<file path="config.mk">
export PLATFORM = sky130hd
export DESIGN_NAME = rootmod_child_scheduler
export DESIGN_NICKNAME = d
export VERILOG_FILES = /design/src/rtl/rootmod_sched_pkg.sv /design/src/rtl/rootmod_child_scheduler_rr_pick.sv /design/src/rtl/rootmod_child_scheduler.sv
export SDC_FILE = /design/constraint.sdc
export NUM_CORES = 1
export LEC_CHECK = 0
export CAP_MARGIN = 20
export CELL_PAD_IN_SITES_DETAIL_PLACEMENT = 1
export CELL_PAD_IN_SITES_GLOBAL_PLACEMENT = 1
export CORE_MARGIN = 8
export CORE_UTILIZATION = 25
export DETAILED_ROUTE_END_ITERATION = 8
export GPL_TIMING_DRIVEN = 1
export HOLD_SLACK_MARGIN = 0.1
export PLACE_DENSITY_LB_ADDON = 0.1
export SLEW_MARGIN = 10
export SYNTH_ARGS = -nofsm -noshare
export SYNTH_HDL_FRONTEND = slang
export SYNTH_SLANG_ARGS = --single-unit
</file>
<file path="constraint.sdc">
create_clock -name clk -period 3.8 [get_ports clk]
set_input_delay 0.57 -clock clk [delete_from_list [all_inputs] [get_ports clk]]
set_output_delay 0.57 -clock clk [all_outputs]
set_load 0.03 [all_outputs]
</file>
<file path="src/rtl/rootmod_sched_pkg.sv">
// Shared types and helpers for root-level child schedulers.
// Combinational helpers only; no state lives here.
package rootmod_sched_pkg;

  typedef enum logic [1:0] {
    IDLE    = 2'd0,
    GRANT   = 2'd1,
    RELEASE = 2'd2
  } sched_state_e;

  localparam int DEF_NUM_REQ = 5;
  localparam int DEF_ID_W    = 3;

  // Widest vector onehot_to_bin accepts; callers zero-extend into it.
  localparam int MAX_REQ  = 32;
  localparam int MAX_ID_W = 5;

  function automatic logic [MAX_ID_W-1:0] onehot_to_bin(input logic [MAX_REQ-1:0] onehot);
    logic [MAX_ID_W-1:0] bin;
    bin = '0;
    for (int i = 0; i < MAX_REQ; i++) begin
      if (onehot[i]) bin |= MAX_ID_W'(i);
    end
    return bin;
  endfunction

endpackage

</file>
<file path="src/rtl/rootmod_child_scheduler_rr_pick.sv">
// Rotating priority encoder: first set req bit at or after ptr, wrapping.
// Purely combinational; ptr must be below NUM_REQ.
module rr_pick
#(
  parameter int NUM_REQ = 5,
  parameter int ID_W    = 3
) (
  input  logic [NUM_REQ-1:0] req,
  input  logic [ID_W-1:0]    ptr,
  output logic               found,
  output logic [ID_W-1:0]    idx
);

  always_comb begin
    int j;
    found = 1'b0;
    idx   = '0;
    j     = 0;
    // Walk from the farthest offset down so the nearest hit overrides.
    for (int i = NUM_REQ - 1; i >= 0; i--) begin
      j = int'(ptr) + i;
      if (j >= NUM_REQ) j = j - NUM_REQ;
      if (req[j]) begin
        found = 1'b1;
        idx   = ID_W'(j);
      end
    end
  end

endmodule

</file>
<file path="src/rtl/rootmod_child_scheduler.sv">
// Round-robin owner arbitration for the root's child instances, with a watchdog.
// req in IDLE -> grant next cycle; release costs one turnaround cycle plus one IDLE cycle.
module rootmod_child_scheduler
  import rootmod_sched_pkg::*;
#(
  parameter int NUM_REQ = DEF_NUM_REQ,
  parameter int ID_W    = DEF_ID_W,
  parameter int TIMEOUT = 255,
  parameter int TO_W    = 8
) (
  input  logic               clk,
  input  logic               rst,
  input  logic [NUM_REQ-1:0] req,
  input  logic [NUM_REQ-1:0] done,
  output logic [NUM_REQ-1:0] grant,
  output logic               grant_valid,
  output logic [ID_W-1:0]    grant_id,
  output logic               busy,
  output logic               timeout_err
);

  localparam logic [TO_W-1:0] TO_LAST = TO_W'(TIMEOUT - 1);
  localparam logic [ID_W-1:0] ID_LAST = ID_W'(NUM_REQ - 1);

  sched_state_e      state_q;
  logic [ID_W-1:0]   ptr_q;
  logic [TO_W-1:0]   cnt_q;
  logic              pick_found;
  logic [ID_W-1:0]   pick_idx;
  logic              owner_done;
  logic              wd_hit;
  logic [ID_W-1:0]   ptr_next;

  rr_pick #(
    .NUM_REQ (NUM_REQ),
    .ID_W    (ID_W)
  ) u_pick (
    .req   (req),
    .ptr   (ptr_q),
    .found (pick_found),
    .idx   (pick_idx)
  );

  assign owner_done = done[grant_id];
  assign wd_hit     = (cnt_q == TO_LAST);
  assign ptr_next   = (grant_id == ID_LAST) ? '0 : grant_id + 1'b1;

  always_ff @(posedge clk) begin
    if (rst) begin
      state_q     <= IDLE;
      ptr_q       <= '0;
      cnt_q       <= '0;
      grant       <= '0;
      grant_valid <= 1'b0;
      grant_id    <= '0;
      busy        <= 1'b0;
      timeout_err <= 1'b0;
    end else begin
      timeout_err <= 1'b0;
      case (state_q)
        IDLE: begin
          if (pick_found) begin
            state_q     <= GRANT;
            grant       <= NUM_REQ'(1) << pick_idx;
            grant_id    <= pick_idx;
            grant_valid <= 1'b1;
            busy        <= 1'b1;
            cnt_q       <= '0;
          end
        end
        GRANT: begin
          // A done arriving on the watchdog's last cycle still counts as a clean exit.
          if (owner_done || wd_hit) begin
            state_q     <= RELEASE;
            grant       <= '0;
            grant_valid <= 1'b0;
            grant_id    <= '0;
            ptr_q       <= ptr_next;
            timeout_err <= ~owner_done;
          end else if (cnt_q != '1) begin
            cnt_q <= cnt_q + 1'b1;
          end
        end
        RELEASE: begin
          state_q <= IDLE;
          busy    <= 1'b0;
        end
        default: begin
          state_q <= IDLE;
          busy    <= 1'b0;
        end
      endcase
    end
  end

  a_onehot:     assert property (@(posedge clk) disable iff (rst) $onehot0(grant));
  a_valid:      assert property (@(posedge clk) disable iff (rst) grant_valid == (|grant));
  a_id_match:   assert property (@(posedge clk) disable iff (rst) grant[grant_id] == grant_valid);
  a_id_bin:     assert property (@(posedge clk) disable iff (rst)
                  grant_valid |-> grant_id == ID_W'(onehot_to_bin(MAX_REQ'(grant))));
  a_busy:       assert property (@(posedge clk) disable iff (rst) !busy |-> grant == '0);
  a_err_pulse:  assert property (@(posedge clk) disable iff (rst) timeout_err |=> !timeout_err);

endmodule

</file>
==> impl_metrics.env <==
export IMPL_hold_class="reg -> reg"
export IMPL_start_util_pct=25.16
export IMPL_syn_inst=283
export IMPL_synthFlopType="dfxtp_1"
export IMPL_dr_first_iter_drc_count=77
export IMPL_status="finished, final reports clean"
export IMPL_io_pins=23
export IMPL_yosysWarningCount=0
export IMPL_finalCritPeriodShare_pct=90.66
export IMPL_ir_worst_vdd_mv=0.1790
export IMPL_min_period_ns=3.445
export IMPL_gp_congestion=0.7970
export IMPL_p_leak_uw=0.0009914
export IMPL_portBuffers=22
export IMPL_avgSynthCellArea_sq_um=8.060
export IMPL_grt_pass1_wl_um=11890
export IMPL_maxSlewViolCount=0
export IMPL_whs_ns=0.4625
export IMPL_cts_made_buffers=3
export IMPL_crit_fanout=33
export IMPL_grt_pass1_vias=2221
export IMPL_crit_arrival_ns=3.58
export IMPL_post_dp_hpwl_um=5543
export IMPL_worst_pin_slew_ns=0.7059
export IMPL_syn2layout_area_growth_pct=17.66
export IMPL_synth_nets=309
export IMPL_syn_cell_area_sq_mm=0.002281
export IMPL_final_common_cell="dfxtp_1"
export IMPL_diodes=0
export IMPL_drv_cap=0
export IMPL_worstSetupStartpointType="flip-flop"
export IMPL_grt_ovfl_total=0
export IMPL_die_w_um=111.5
export IMPL_clock_latency_ns=0.27
export IMPL_core_sq_mm=0.009065
export IMPL_dr_pass1_iters=4
export IMPL_power_density_mw_per_mm2=750.5
export IMPL_yosysUniqueCellTypes=60
export IMPL_drc=0
export IMPL_antenna_found_initial=0
export IMPL_mostFrequentLayoutCells="dfxtp_1, a21oi_1, clkdlybuf4s50_1"
export IMPL_relSlewSlack_pct=52.79
export IMPL_rows=35
export IMPL_clock_skew_ns=0.004281
export IMPL_clock_sinks=24
export IMPL_htreeDepth=1
export IMPL_setup_tns_ns=0
export IMPL_crit_path_end_kind="flip-flop"
export IMPL_synthArstFlopShare_pct=0
export IMPL_die_y_um=111.5
export IMPL_seq_area_frac_synth_pct=21.06
export IMPL_cts_repair_resize_count=0
export IMPL_vias=2174
export IMPL_die_area_sq_mm=0.01244
export IMPL_clk_pin_slew_ns=0.10
export IMPL_hold_violations=0
export IMPL_synth_ff_latch_count=24
export IMPL_required_ns=3.93
export IMPL_ant_nets=0
export IMPL_viasPerCell=5.264
export IMPL_grt_max_degree=34
export IMPL_drive_gt1_share_pct=11.26
export IMPL_cts_tree="yes"
export IMPL_postCtsSetupRepairBufs=0
export IMPL_nets=329
export IMPL_globalRouteTotalUtil_pct=11.55
export IMPL_clk_path_buf_depth=2
export IMPL_cts_root_buf="clkbuf_8"
export IMPL_setup_viol_count_final=0
export IMPL_max_freq_mhz=290.3
export IMPL_path_class="reg -> reg"
export IMPL_wl_per_cell_um=17.43
export IMPL_drt_wl_total_um=7198
export IMPL_synth_enable_flop_cells=0
export IMPL_rsz0062_at_grt="false"
export IMPL_cts_hold_buf=0
-- worst paths after layout --
kind	from	end	slack, ns	cells after the start
worst max-delay path	ptr_q[0]$_SDFFE_PP0P_	grant_id[0]$_SDFFE_PP0P_	0.35	11
worst max register to register	ptr_q[0]$_SDFFE_PP0P_	grant_id[0]$_SDFFE_PP0P_	0.35	11
worst min register to register	grant_valid$_SDFFE_PP0P_	grant_valid$_SDFFE_PP0P_	0.46	2
worst min-delay path	grant_valid$_SDFFE_PP0P_	grant_valid$_SDFFE_PP0P_	0.46	2
-- critical path: stages, from the launching register on --
cell     delay [ns]
dfxtp_1        0.36
buf_4          0.36
ha_1           0.40
and3b_1        0.32
o21a_1         0.29
nor3b_1        0.08
o21ai_0        0.37
nand4_2        0.33
o31ai_4        0.33
buf_4          0.24
or2_1          0.16
a21oi_1        0.07
-- cells in the mapped netlist, types with 4 or more instances --
cell type	instances	area, sq um
clkbuf_1	8	30.03
or3_1	7	43.79
nand3_1	18	90.09
o211ai_1	4	30.03
nand2_1	12	45.04
a21o_1	5	37.54
mux2i_1	12	120.1
nor3b_1	8	60.06
a21oi_1	22	110.1
ha_1	13	162.7
inv_1	9	33.78
buf_4	4	30.03
and3b_1	4	35.03
a31oi_1	4	25.02
nor2b_1	5	31.28
xnor2_1	4	35.03
and3_1	4	25.02
nor3_1	6	30.03
nor2_1	21	78.83
nand2b_1	9	56.30
o21ai_0	12	60.06
mux2_2	7	78.83
dfxtp_1	24	480.5
o31ai_1	4	30.03
-- sequential cells by signal (all words and copies together), names as in the netlist --
signal       cells
cnt_q            8
grant            5
grant_id         3
ptr_q            3
state_q          2
busy             1
grant_valid      1
timeout_err      1
-- routing by layer --
layer	up-vias	routed length [um]	share of wire [%]	track usage, %
met5	-	0	0	0
met4	0	70	0.97	3.099
met3	4	152	2.1	1.515
met2	20	3306	46	19.39
met1	1049	3668	51	15.12
li1	1101	-	-	-
-- power by group --
part / switching [uW] / internal, uW / leakage, uW / total, uW
clock network: 91.9 / 92.7 / 0.0000288 / 185
registers: 58.3 / 308 / 0.000196 / 366
logic: 869 / 595 / 0.000767 / 1460
-- cells by family (layout without fill, tap and decap cells) --
| logic type | Yosys count | count (layout) | share of synthesized area, % |
|---|---|---|---|
| AOI/OAI and AO/OA | 81 | 81 | 24.80 |
| DFF | 24 | 24 | 21.06 |
| xor gates and xnor gates | 5 | 5 | 1.920 |
| buffers and inverters | 26 | 45 | 5.101 |
| and+or+nand+nor | 112 | 112 | 28.42 |
| adders and majority gates | 14 | 14 | 8.009 |
| muxes | 21 | 21 | 10.70 |
-- per-stage QoR --
stage	utilization (%)	std cells	cell area (sq um)	setup slack [ns]	total power [uW]
5_1_grt	29.61	413	2684	0.04611	2198
3_5_place_dp	29.00	409	2629	0.3301	1848
6_report	29.61	413	2684	0.3548	2014
4_1_cts	29.61	413	2684	0.2956	2039
3_3_place_gp	29.00	409	2629	0.3263	1846
2_1_floorplan	-	283	2281	0.6231	1417
-- area by class of cell --
type | instances | area, sq um
Clock buffer | 4 | 55.05
Fill cell | 1087 | 6381
Inverter | 10 | 37.54
Multi-Input combinational cell | 233 | 1684
Sequential cell | 24 | 480.5
Tap cell | 111 | 138.9
Timing Repair Buffer | 31 | 287.8
Note: power is estimated with default switching activity, not from simulation.
